File: src/rtl/muldiv_pkg.sv
// muldiv_pkg: shared definitions for the iterative RV32M multiply/divide unit.
//   - OP_* : funct3 encodings of the M-extension operations
//   - state_e : sequencer FSM states
//   - res_sel_e : which datapath half the final result is taken from
//   - neg_ext : two's-complement negate on a wide word; callers sign- or
//     zero-extend into it so the magnitude of 100..0 stays representable,
//     then cast back down to their own width.
package muldiv_pkg;

    localparam logic [2:0] OP_MUL    = 3'd0;
    localparam logic [2:0] OP_MULH   = 3'd1;
    localparam logic [2:0] OP_MULHSU = 3'd2;
    localparam logic [2:0] OP_MULHU  = 3'd3;
    localparam logic [2:0] OP_DIV    = 3'd4;
    localparam logic [2:0] OP_DIVU   = 3'd5;
    localparam logic [2:0] OP_REM    = 3'd6;
    localparam logic [2:0] OP_REMU   = 3'd7;

    typedef enum logic [2:0] {
        ST_IDLE = 3'd0,
        ST_PREP = 3'd1,
        ST_CALC = 3'd2,
        ST_FIX  = 3'd3,
        ST_DONE = 3'd4
    } state_e;

    // RES_LO     : product low half or quotient (plain negate)
    // RES_HI_MUL : product high half (negate borrows from the low half)
    // RES_HI_REM : remainder (plain negate)
    typedef enum logic [1:0] {
        RES_LO     = 2'd0,
        RES_HI_MUL = 2'd1,
        RES_HI_REM = 2'd2
    } res_sel_e;

    // Supports any WIDTH up to NEG_MAX_W; the extra bit over 64 keeps the
    // negate exact for a sign-extended 100..0 operand.
    localparam int NEG_MAX_W = 64;
    localparam int NEG_W     = NEG_MAX_W + 1;

    function automatic logic [NEG_W-1:0] neg_ext(input logic [NEG_W-1:0] v);
        return ~v + NEG_W'(1);
    endfunction

endpackage

File: src/rtl/muldiv_dp.sv
// muldiv_dp: radix-2 datapath for muldiv_seq.
//   Registers: hi (product high / partial remainder), lo (multiplier being
//   consumed / dividend becoming quotient), b (multiplicand / divisor), result.
// Ports:
//   clk, rst            clock, synchronous active-high reset
//   load_i, is_div_i    load magnitudes and select multiply or divide mode
//   a_mag_i, b_mag_i    |rs1|, |rs2| (unsigned magnitudes)
//   step_i              perform one iteration
//   fix_i, sel_i, neg_i capture the selected, optionally negated, result
//   spec_i, spec_val_i  capture a precomputed result (special cases)
//   result_o            registered result
module muldiv_dp
    import muldiv_pkg::*;
#(
    parameter int WIDTH = 32
) (
    input  logic             clk,
    input  logic             rst,
    input  logic             load_i,
    input  logic             is_div_i,
    input  logic [WIDTH-1:0] a_mag_i,
    input  logic [WIDTH-1:0] b_mag_i,
    input  logic             step_i,
    input  logic             fix_i,
    input  res_sel_e         sel_i,
    input  logic             neg_i,
    input  logic             spec_i,
    input  logic [WIDTH-1:0] spec_val_i,
    output logic [WIDTH-1:0] result_o
);

    logic [WIDTH-1:0] hi_q, lo_q, b_q, res_q;
    logic [WIDTH-1:0] hi_d, lo_d, fix_val;
    logic             div_q;
    logic [WIDTH:0]   sum;
    logic [WIDTH:0]   rem_sh;
    logic             fits;

    // One iteration. Multiply: add b into the high half when the current
    // multiplier bit is set, then shift the whole product right (the carry
    // out of the add becomes the new top bit). Divide: shift the next
    // dividend bit into the remainder, subtract the divisor if it fits.
    always_comb begin
        sum    = {1'b0, hi_q} + (lo_q[0] ? {1'b0, b_q} : '0);
        rem_sh = {hi_q, lo_q[WIDTH-1]};
        fits   = (rem_sh >= {1'b0, b_q});
        if (div_q) begin
            hi_d = fits ? WIDTH'(rem_sh - {1'b0, b_q}) : rem_sh[WIDTH-1:0];
            lo_d = {lo_q[WIDTH-2:0], fits};
        end else begin
            hi_d = sum[WIDTH:1];
            lo_d = {sum[0], lo_q[WIDTH-1:1]};
        end
    end

    // Negating the high half of a 2*WIDTH product: ~hi plus the carry that
    // ripples out of the low half, which happens only when lo is zero.
    always_comb begin
        fix_val = lo_q;
        case (sel_i)
            RES_LO:     fix_val = neg_i ? WIDTH'(neg_ext(NEG_W'(lo_q))) : lo_q;
            RES_HI_MUL: fix_val = neg_i ? (~hi_q + WIDTH'(lo_q == '0)) : hi_q;
            RES_HI_REM: fix_val = neg_i ? WIDTH'(neg_ext(NEG_W'(hi_q))) : hi_q;
            default:    fix_val = lo_q;
        endcase
    end

    always_ff @(posedge clk) begin
        if (rst) begin
            hi_q  <= '0;
            lo_q  <= '0;
            b_q   <= '0;
            div_q <= 1'b0;
            res_q <= '0;
        end else begin
            if (load_i) begin
                hi_q  <= '0;
                lo_q  <= is_div_i ? a_mag_i : b_mag_i;
                b_q   <= is_div_i ? b_mag_i : a_mag_i;
                div_q <= is_div_i;
            end else if (step_i) begin
                hi_q <= hi_d;
                lo_q <= lo_d;
            end
            if (fix_i) begin
                res_q <= fix_val;
            end else if (spec_i) begin
                res_q <= spec_val_i;
            end
        end
    end

    assign result_o = res_q;

endmodule

File: src/rtl/muldiv_seq.sv
// muldiv_seq: multi-cycle RV32M multiply/divide sequencer (top).
//   IDLE -> PREP -> CALC (WIDTH cycles) -> FIX -> DONE, with divide-by-zero
//   and signed overflow resolved in PREP and sent straight to DONE.
// Ports:
//   clk, rst             clock, synchronous active-high reset
//   flush                abort any in-flight op, result discarded
//   in_valid/in_ready    request handshake (ready only in IDLE)
//   op, rs1, rs2         funct3 and operands
//   out_valid/out_ready  result handshake, result held while out_valid
//   result               registered result
//   busy                 state is not IDLE
// Build option: MULDIV_EARLY_OUT_EN resolves a zero multiply operand, or a
// divide whose dividend magnitude is below the divisor's, in PREP.
module muldiv_seq
    import muldiv_pkg::*;
#(
    parameter int WIDTH = 32,
    parameter int CNT_W = $clog2(WIDTH) + 1
) (
    input  logic             clk,
    input  logic             rst,
    input  logic             flush,
    input  logic             in_valid,
    output logic             in_ready,
    input  logic [2:0]       op,
    input  logic [WIDTH-1:0] rs1,
    input  logic [WIDTH-1:0] rs2,
    output logic             out_valid,
    input  logic             out_ready,
    output logic [WIDTH-1:0] result,
    output logic             busy
);

    state_e           state_q, state_d;
    logic [2:0]       op_q, op_d;
    logic [WIDTH-1:0] a_q, a_d, b_q, b_d;
    logic [CNT_W-1:0] cnt_q, cnt_d;
    logic             neg_q, neg_d;

    logic             is_div, is_rem, a_neg, b_neg;
    logic [WIDTH-1:0] a_mag, b_mag;
    logic             div_zero, div_ovf;
    res_sel_e         sel;
    logic             dp_load, dp_step, dp_fix, dp_spec;
    logic [WIDTH-1:0] spec_val;

    // Operand classification from the latched request.
    always_comb begin
        is_div   = op_q[2];
        is_rem   = op_q[2] & op_q[1];
        a_neg    = a_q[WIDTH-1] & ((op_q == OP_MULH) | (op_q == OP_MULHSU) |
                                   (op_q == OP_DIV)  | (op_q == OP_REM));
        b_neg    = b_q[WIDTH-1] & ((op_q == OP_MULH) | (op_q == OP_DIV) |
                                   (op_q == OP_REM));
        a_mag    = a_neg ? WIDTH'(neg_ext(NEG_W'($signed(a_q)))) : a_q;
        b_mag    = b_neg ? WIDTH'(neg_ext(NEG_W'($signed(b_q)))) : b_q;
        div_zero = is_div & (b_q == '0);
        div_ovf  = ((op_q == OP_DIV) | (op_q == OP_REM)) &
                   (a_q == {1'b1, {(WIDTH-1){1'b0}}}) & (b_q == '1);
        if (!is_div) begin
            sel = (op_q == OP_MUL) ? RES_LO : RES_HI_MUL;
        end else begin
            sel = is_rem ? RES_HI_REM : RES_LO;
        end
    end

    always_comb begin
        state_d  = state_q;
        op_d     = op_q;
        a_d      = a_q;
        b_d      = b_q;
        cnt_d    = cnt_q;
        neg_d    = neg_q;
        dp_load  = 1'b0;
        dp_step  = 1'b0;
        dp_fix   = 1'b0;
        dp_spec  = 1'b0;
        spec_val = '0;
        case (state_q)
            ST_IDLE: begin
                if (in_valid) begin
                    op_d    = op;
                    a_d     = rs1;
                    b_d     = rs2;
                    state_d = ST_PREP;
                end
            end
            ST_PREP: begin
                // Remainder follows the dividend's sign; everything else
                // follows the sign product.
                neg_d = is_rem ? a_neg : (a_neg ^ b_neg);
                if (div_zero) begin
                    dp_spec  = 1'b1;
                    spec_val = is_rem ? a_q : '1;
                    state_d  = ST_DONE;
                end else if (div_ovf) begin
                    dp_spec  = 1'b1;
                    spec_val = is_rem ? '0 : a_q;
                    state_d  = ST_DONE;
                end
`ifdef MULDIV_EARLY_OUT_EN
                else if (!is_div && ((a_q == '0) || (b_q == '0))) begin
                    dp_spec  = 1'b1;
                    spec_val = '0;
                    state_d  = ST_DONE;
                end else if (is_div && (a_mag < b_mag)) begin
                    dp_spec  = 1'b1;
                    spec_val = is_rem ? a_q : '0;
                    state_d  = ST_DONE;
                end
`endif
                else begin
                    dp_load = 1'b1;
                    cnt_d   = CNT_W'(WIDTH);
                    state_d = ST_CALC;
                end
            end
            ST_CALC: begin
                dp_step = 1'b1;
                cnt_d   = cnt_q - CNT_W'(1);
                if (cnt_q == CNT_W'(1)) begin
                    state_d = ST_FIX;
                end
            end
            ST_FIX: begin
                dp_fix  = 1'b1;
                state_d = ST_DONE;
            end
            ST_DONE: begin
                if (out_ready) begin
                    state_d = ST_IDLE;
                end
            end
            default: state_d = ST_IDLE;
        endcase
        // Flush drops a coinciding request and abandons anything in flight.
        if (flush) begin
            state_d = ST_IDLE;
        end
    end

    always_ff @(posedge clk) begin
        if (rst) begin
            state_q <= ST_IDLE;
            op_q    <= '0;
            a_q     <= '0;
            b_q     <= '0;
            cnt_q   <= '0;
            neg_q   <= 1'b0;
        end else begin
            state_q <= state_d;
            op_q    <= op_d;
            a_q     <= a_d;
            b_q     <= b_d;
            cnt_q   <= cnt_d;
            neg_q   <= neg_d;
        end
    end

    muldiv_dp #(.WIDTH(WIDTH)) u_dp (
        .clk        (clk),
        .rst        (rst),
        .load_i     (dp_load),
        .is_div_i   (is_div),
        .a_mag_i    (a_mag),
        .b_mag_i    (b_mag),
        .step_i     (dp_step),
        .fix_i      (dp_fix),
        .sel_i      (sel),
        .neg_i      (neg_q),
        .spec_i     (dp_spec),
        .spec_val_i (spec_val),
        .result_o   (result)
    );

    assign in_ready  = (state_q == ST_IDLE);
    assign out_valid = (state_q == ST_DONE);
    assign busy      = (state_q != ST_IDLE);

endmodule

File: config.mk
export PLATFORM = sky130hd
export DESIGN_NAME = muldiv_seq
export DESIGN_NICKNAME = d
export VERILOG_FILES = /design/src/rtl/muldiv_pkg.sv /design/src/rtl/muldiv_dp.sv /design/src/rtl/muldiv_seq.sv
export SDC_FILE = /design/constraint.sdc
export NUM_CORES = 1
export LEC_CHECK = 0
export ABC_AREA = 1
export BUFFER_PORTS_ARGS = -buffer_cell sky130_fd_sc_hd__buf_2
export CAP_MARGIN = 20
export CORE_ASPECT_RATIO = 1.2
export CORE_MARGIN = 2
export CORE_UTILIZATION = 30
export DETAILED_ROUTE_END_ITERATION = 8
export PLACE_DENSITY = 0.55
export SYNTH_ARGS = -nofsm -noshare
export SYNTH_HDL_FRONTEND = slang
export SYNTH_HIERARCHICAL = 1
export SYNTH_SLANG_ARGS = --single-unit
File: constraint.sdc
create_clock -name clk -period 6.7 [get_ports clk]
set_input_delay 1.34 -clock clk [delete_from_list [all_inputs] [get_ports clk]]
set_output_delay 1.34 -clock clk [all_outputs]
set_load 0.02 [all_outputs]
==> results.sh, run 1 <==
export IMPL_routedWlPerCell_um=21.3
export IMPL_postSynthCellCount=3335
export IMPL_yosysMostFrequentCell="nand2_1"
export IMPL_ys_async_sr_fraction_pct=0
export IMPL_cts_max_level=1
export IMPL_path_cells="buf_4 > nand3_1 > nor3_1 > nand2_2 > nand3_1 > inv_1 > buf_4 > nor2_1 > inv_2 > a21oi_1 > nand2_1 > inv_1"
export IMPL_first_pass_iters=6
export IMPL_crit_arrival_ps=4980
export IMPL_drc=0
export IMPL_drv_cap=0
export IMPL_cts_clk_slew_worst_paths_ps=70
export IMPL_critPathRequiredTime_ps=7210
export IMPL_syn_cell_area_um2=19300
export IMPL_wl_met3_um=5600
export IMPL_comb_power_share_pct=37.2
export IMPL_grt_overflow=0
export IMPL_synth_avg_cell_area_um2=5.79
export IMPL_num_vias=22667
export IMPL_coreArea_um2=63400
export IMPL_synth_top_flop_cell="dfxtp_1"
export IMPL_wl_met2_um=41700
export IMPL_skew_ps=13.6
export IMPL_nets=3501
export IMPL_grtUsageTotal_pct=26.1
export IMPL_portBuffers=106
export IMPL_path_buf_inv=5
export IMPL_synth_area_leader_cell="dfxtp_1"
export IMPL_drtIter0Drc=2070
export IMPL_synthDistinctLibCells=54
export IMPL_p_int_mw=2.52
export IMPL_drv_slew=0
export IMPL_cts_tree="built"
export IMPL_holdCritStartpoint="cnt_q[0]"
export IMPL_post_cts_setup_buffers=0
export IMPL_hpwl_um=72400
export IMPL_highest_signal_layer="met4"
export IMPL_p_total_mw=4.42
export IMPL_status="complete, no violations"
export IMPL_cts_resized=0
export IMPL_crit_fanout=66
export IMPL_routed_wl_um=89500
export IMPL_critPathTopFamily="simple AND/OR/NAND/NOR gates"
export IMPL_switching_share_pct=43.0
export IMPL_setup_viol=0
export IMPL_vias_per_cell=5.40
export IMPL_period_needed_ps=4470
export IMPL_cp_depth=12
export IMPL_io_pins=107
export IMPL_seq_area_frac_synth_pct=21.3
export IMPL_synth_top_area_share_pct=21.3
export IMPL_slowest_stage="nor2_1"
export IMPL_chipHeight_um=282
export IMPL_power_switching_mw=1.90
export IMPL_hp_class="flop to flop"
export IMPL_worst_pin_slew_ps=963
export IMPL_gp_congestion=1.01
export IMPL_slowest_delay_ps=800
export IMPL_ir_drop_uv=205
export IMPL_grt_max_degree=74
export IMPL_ant_nets=0
export IMPL_clock_sinks=206
export IMPL_start_util_pct=30.5
export IMPL_synth_edf_count=0
export IMPL_drive_above_1_share_pct=8.69
export IMPL_grt_first_pass_wirelength_um=132000
export IMPL_max_slew_margin_pct=35.8
export IMPL_die_area_um2=66500
export IMPL_cts_root_buf="clkbuf_16"
export IMPL_r2r_cells=12
export IMPL_m1WireLength_um=34900
export IMPL_setup_tns_ps=0
export IMPL_cts_buffers=24
export IMPL_ys_ff_latch=206
export IMPL_yosysWarnings=6
export IMPL_fmax_ghz=0.224
export IMPL_power_frac_clock_pct=31.5
export IMPL_insertion_delay_ps=570
export IMPL_pwr_share_seq_pct=31.3
export IMPL_startpoint_type="flop"
export IMPL_rsz0062_at_grt="no"
export IMPL_placementRows=101
export IMPL_grt_pass1_vias=21208
export IMPL_power_density_nw_per_um2=207
export IMPL_p_leak_nw=10.4
export IMPL_worstReg2RegStart="op_q[2]"
export IMPL_antenna_found_initial=1
export IMPL_cp_end_kind="flop"
export IMPL_critPathLaunch="op_q[2]"
export IMPL_crit_type="flop to flop"
export IMPL_fin_crit_sh_pct=66.7
export IMPL_seqCellArea_um2=4130
export IMPL_cts_hold_buf=0
export IMPL_hold_violations=0
export IMPL_cts_buffer_depth=3
export IMPL_hold_path_depth=1
export IMPL_syn2layout_area_growth_pct=10.3
export IMPL_ys_top_cells_by_area="dfxtp_1 21%, nand2_1 15%, o21ai_0 9.5%, inv_1 8.5%, a21oi_1 8.3%"
export IMPL_nFillCells=7293
export IMPL_multiInputGateArea_um2=12800
export IMPL_die_w_um=236
export IMPL_synth_common_cells="764 x nand2_1, 435 x inv_1, 366 x o21ai_0, 321 x a21oi_1, 316 x nor2_1"
export IMPL_synth_nets=3482
[kinds of logic after synthesis]
kind of cell	Yosys count	synth area share, %
xor gates and xnor gates	71	3.22
muxes	24	1.24
buffers and inverters	616	12.4
AOI/OAI and AO/OA	841	23.7
DFF	206	21.3
and+or+nand+nor	1502	33.1
adders and majority gates	75	4.93
[cells in the final DEF (no fill, tap or decap), drive strengths merged, types with 3 or more instances in the layout]
cell type,instances
nor3,36
o22ai,26
ha,73
or2,12
clkinvlp,3
nor4,6
o31ai,5
nand4,47
inv,471
nor2,335
clkbuf,30
o21bai,10
dfxtp,206
o21ai,381
a21oi,354
a31oi,10
nand2,776
o2111ai,6
clkinv,16
nand3b,11
xor2,59
buf,131
o211ai,27
o21a,4
and2,3
nand3,273
o32ai,8
xnor2,12
a21o,5
mux2i,24
[worst paths after layout]
path                            slack, ps       endpoint
worst max-delay path                 2230  u_dp/hi_q[21]
worst min-delay path                  490       cnt_q[0]
worst min register to register        490       cnt_q[0]
worst max register to register       2230  u_dp/hi_q[21]
[area by class of cell]
class                   instances  share of cell area (%)
multi-input cells            2513                    60.1
clock inverters                14                   0.775
clock buffers                  30                    3.06
flip-flops and latches        206                    19.4
well taps                     824                    4.84
repair buffers                131                    3.37
inverters                     478                    8.42
diodes                          2                  0.0235
[stage by stage]
step	worst slack (ps)	utilization [%]	instance area (um^2)	std cells	hold WS (ps)
finish	2230	33.6	21300	4198	492
global route	1820	33.6	21300	4198	525
CTS	2320	33.6	21300	4196	492
detailed placement	2390	32.3	20500	4152	480
global placement	2450	32.3	20500	4152	485
floorplan	3770	-	19300	3335	454
[sequential cells by signal (all words and copies together), names as in the netlist, 6 cells and up]
name           flops
u_dp/lo_q         32
a_q               32
b_q               32
cnt_q              6
u_dp/result_o     32
u_dp/hi_q         32
u_dp/b_q          32
[routing by layer]
layer | up-vias | global-route usage (%)
met5 | - | 0
met4 | 0 | 18.7
met3 | 263 | 2.47
met2 | 1028 | 45.3
met1 | 10358 | 30.4
li1 | 11018 | -
[power groups by stage]
stage / clock network, mW / registers (mW) / logic, mW
after floorplan: 0 / 1.37 / 1.11
after global placement: 0 / 1.41 / 1.60
after detailed placement: 0 / 1.41 / 1.59
after CTS: 1.41 / 1.38 / 1.60
after global routing: 1.46 / 1.39 / 1.77
final: 1.39 / 1.38 / 1.64
(Power assumes the default switching activity.)
==> run 2: changes to the inputs <==
- ABC_AREA: 1 -> 0
- PLACE_DENSITY: 0.55 -> 0.57
- clock period: 6.7 -> 3.7 ns (I/O delays scaled with it)
==> results.sh, run 2 <==
export IMPL_hpwl_um=56700
export IMPL_critPathRequiredTime_ps=4130
export IMPL_first_pass_iters=5
export IMPL_synth_xor_area_share_pct=5.87
export IMPL_utilization_pct=35.7
export IMPL_cts_hold_buf=0
export IMPL_synth_top_family_by_area="compound AO/OA/AOI/OAI gates"
export IMPL_grt_util_met3_pct=2.80
export IMPL_crit_type="flop to flop"
export IMPL_syn_cell_area_um2=17300
export IMPL_setup_viol=0
export IMPL_routedWlPerCell_um=22.2
export IMPL_synth_mux_area_share_pct=7.61
export IMPL_worst_hold_slack_ps=389
export IMPL_drc=0
export IMPL_final_common_cell="nand2_1"
export IMPL_insertion_delay_ps=550
export IMPL_num_antenna_cells=0
export IMPL_cts_tree="built"
export IMPL_fmax_ghz=0.272
export IMPL_seq_area_frac_synth_pct=23.8
export IMPL_cts_buffers=25
export IMPL_chipHeight_um=267
export IMPL_cts_buffer_depth=3
export IMPL_ys_top_cells_by_area="dfxtp_1 24%, mux2i_1 7.3%, nand2_1 7.0%, a21oi_1 6.9%, ha_1 5.3%"
export IMPL_drtIter0Drc=1325
export IMPL_clock_sinks=206
export IMPL_fin_crit_sh_pct=99.5
export IMPL_met2_usage_pct=41.6
export IMPL_nFillCells=6137
export IMPL_synth_avg_cell_area_um2=7.29
export IMPL_grt_max_degree=63
export IMPL_yosysMostFrequentCell="nand2_1"
export IMPL_num_vias=18677
export IMPL_syn2layout_area_growth_pct=17.7
export IMPL_status="complete, no violations"
export IMPL_die_w_um=223
export IMPL_gp_congestion=0.976
export IMPL_io_pins=107
export IMPL_synth_top_area_share_pct=23.8
export IMPL_grt_overflow=0
export IMPL_hold_violations=0
export IMPL_synthDistinctLibCells=90
export IMPL_die_area_um2=59700
export IMPL_placementRows=96
export IMPL_hp_class="input port to flop"
export IMPL_max_slew_margin_pct=37.1
export IMPL_coreArea_um2=57200
export IMPL_gr_usage_met1_pct=27.7
export IMPL_synth_area_leader_cell="dfxtp_1"
export IMPL_cts_clk_slew_worst_paths_ps=70
export IMPL_synth_common_cells="322 x nand2_1, 239 x a21oi_1, 228 x nor2_1, 206 x dfxtp_1, 145 x o21ai_0"
export IMPL_r2r_cells=16
export IMPL_startpoint_type="flop"
export IMPL_ir_drop_uv=336
export IMPL_synth_nets=2524
export IMPL_nets=2646
export IMPL_grt_pass1_vias=17901
export IMPL_grt_busiest_layer="met2"
export IMPL_cp_end_kind="flop"
export IMPL_yosysWarnings=6
export IMPL_synth_edf_count=0
export IMPL_rsz0062_at_grt="yes"
export IMPL_ys_async_sr_fraction_pct=0
export IMPL_crit_arrival_ps=4110
export IMPL_start_util_pct=30.3
export IMPL_crit_fanout=5
export IMPL_ant_nets=0
export IMPL_hold_path_depth=2
export IMPL_path_cells="or4_4 > nor4_4 > nand4bb_1 > nand2b_4 > nor4_4 > ha_2 > or3b_4 > o21a_1 > nor2_4 > buf_4 > nand2_2 > o22ai_2 > buf_4 > a21oi_1 > a31oi_1 > o22ai_1"
export IMPL_synth_compound_area_share_pct=30.0
export IMPL_grtUsageTotal_pct=23.5
export IMPL_drv_slew=0
export IMPL_slowest_delay_ps=540
export IMPL_drv_cap=0
export IMPL_postSynthCellCount=2377
export IMPL_cts_max_level=1
export IMPL_routed_wl_um=72200
export IMPL_skew_ps=15.8
export IMPL_slowest_stage="or4_4"
export IMPL_synthAdderAreaFrac_pct=5.50
export IMPL_ys_ff_latch=206
export IMPL_grt_first_pass_wirelength_um=109000
export IMPL_vias_per_cell=5.74
export IMPL_synthSimpleGateAreaFrac_pct=21.4
export IMPL_power_density_nw_per_um2=347
export IMPL_portBuffers=106
export IMPL_antenna_found_initial=0
export IMPL_synth_top_flop_cell="dfxtp_1"
export IMPL_drive_above_1_share_pct=16.2
export IMPL_p_leak_nw=7.74
export IMPL_period_needed_ps=3680
export IMPL_cts_root_buf="clkbuf_16"
export IMPL_worst_pin_slew_ps=931
export IMPL_final_cell_mix="317 x nand2_1, 237 x a21oi_1, 224 x nor2_1"
## run 2: cell count changes in the layout (fill, tap and decap cells not counted), moves of 29 or more
cell,previous run,this run
a211oi_1,1,118
a21oi_1,321,237
a31oi_1,10,39
buf_4,25,162
inv_1,435,75
inv_2,33,1
mux2i_1,24,126
nand2_1,763,317
nand3_1,269,30
nor2_1,314,224
nor2b_1,0,29
o21ai_0,366,135
xnor2_1,12,79
## run 2: timing repair
item	4_1_cts	5_1_grt
buffers inserted	8	6
endpoints found under the setup margin	11	20
pin swaps	6	10
resized for setup	6	29
## run 2: cells by family after synthesis
| family | count (synthesis) |
|---|---|
| AO/OA/AOI/OAI | 800 |
| AND/OR/NAND/NOR | 795 |
| buffers and inverters | 254 |
| flip-flops | 206 |
| multiplexers | 131 |
| XOR/XNOR | 116 |
| adder cells (fa/ha/maj) | 75 |
## run 2: final timing paths
check	from	endpoint	slack (ps)
worst max-delay path	u_dp/lo_q[16]	u_dp/result_o[22]	20
worst min-delay path	flush	state_q[1]	390
worst max register to register	u_dp/lo_q[16]	u_dp/result_o[22]	20
worst min register to register	a_q[26]	a_q[26]	480
## run 2: critical path: cells and delay by family, from the launching register on
family	cells	cell delay, ps
and+or+nand+nor	8	2010
AOI/OAI and AO/OA	5	740
DFF	1	310
buffers and inverters	2	290
adders and majority gates	1	220
## run 2: area by class of cell
cell class / count / area, um^2 / area share, %
flip-flops and latches: 206 / 4130 / 20.3
clock buffers: 33 / 686 / 3.36
inverters: 78 / 293 / 1.44
clock inverters: 12 / 194 / 0.951
repair buffers: 271 / 1810 / 8.89
well taps: 735 / 920 / 4.51
multi-input cells: 1917 / 12400 / 60.6
## run 2: metrics by stage
stage                     instances  setup WS, ps  area, um^2  power (mW)  setup TNS [ps]
final                          3252          19.0       20400        7.09               0
after global routing           3252          -138       20400        7.36            -945
after CTS                      3246          87.9       20200        7.07               0
after detailed placement       3193          -136       19300        4.32            -722
after global placement         3193         -74.7       19300        4.32            -196
after floorplan                2377          57.3       17400        3.64               0
## run 2: layer usage
metal / wire length [um] / part of all wire (%) / vias up
li1: - / - / 8884
met1: 28300 / 39 / 8813
met2: 34800 / 48 / 802
met3: 4900 / 6.8 / 178
met4: 4240 / 5.9 / 0
met5: 0 / 0 / -
## run 2: report_power, final
part	switching [mW]	total (mW)	internal (mW)	leakage [nW]
Clock	1.06	2.71	1.65	0.426
Combinational	1.22	1.95	0.728	5.64
Sequential	0.116	2.43	2.31	1.68
Total	2.40	7.09	4.69	7.74
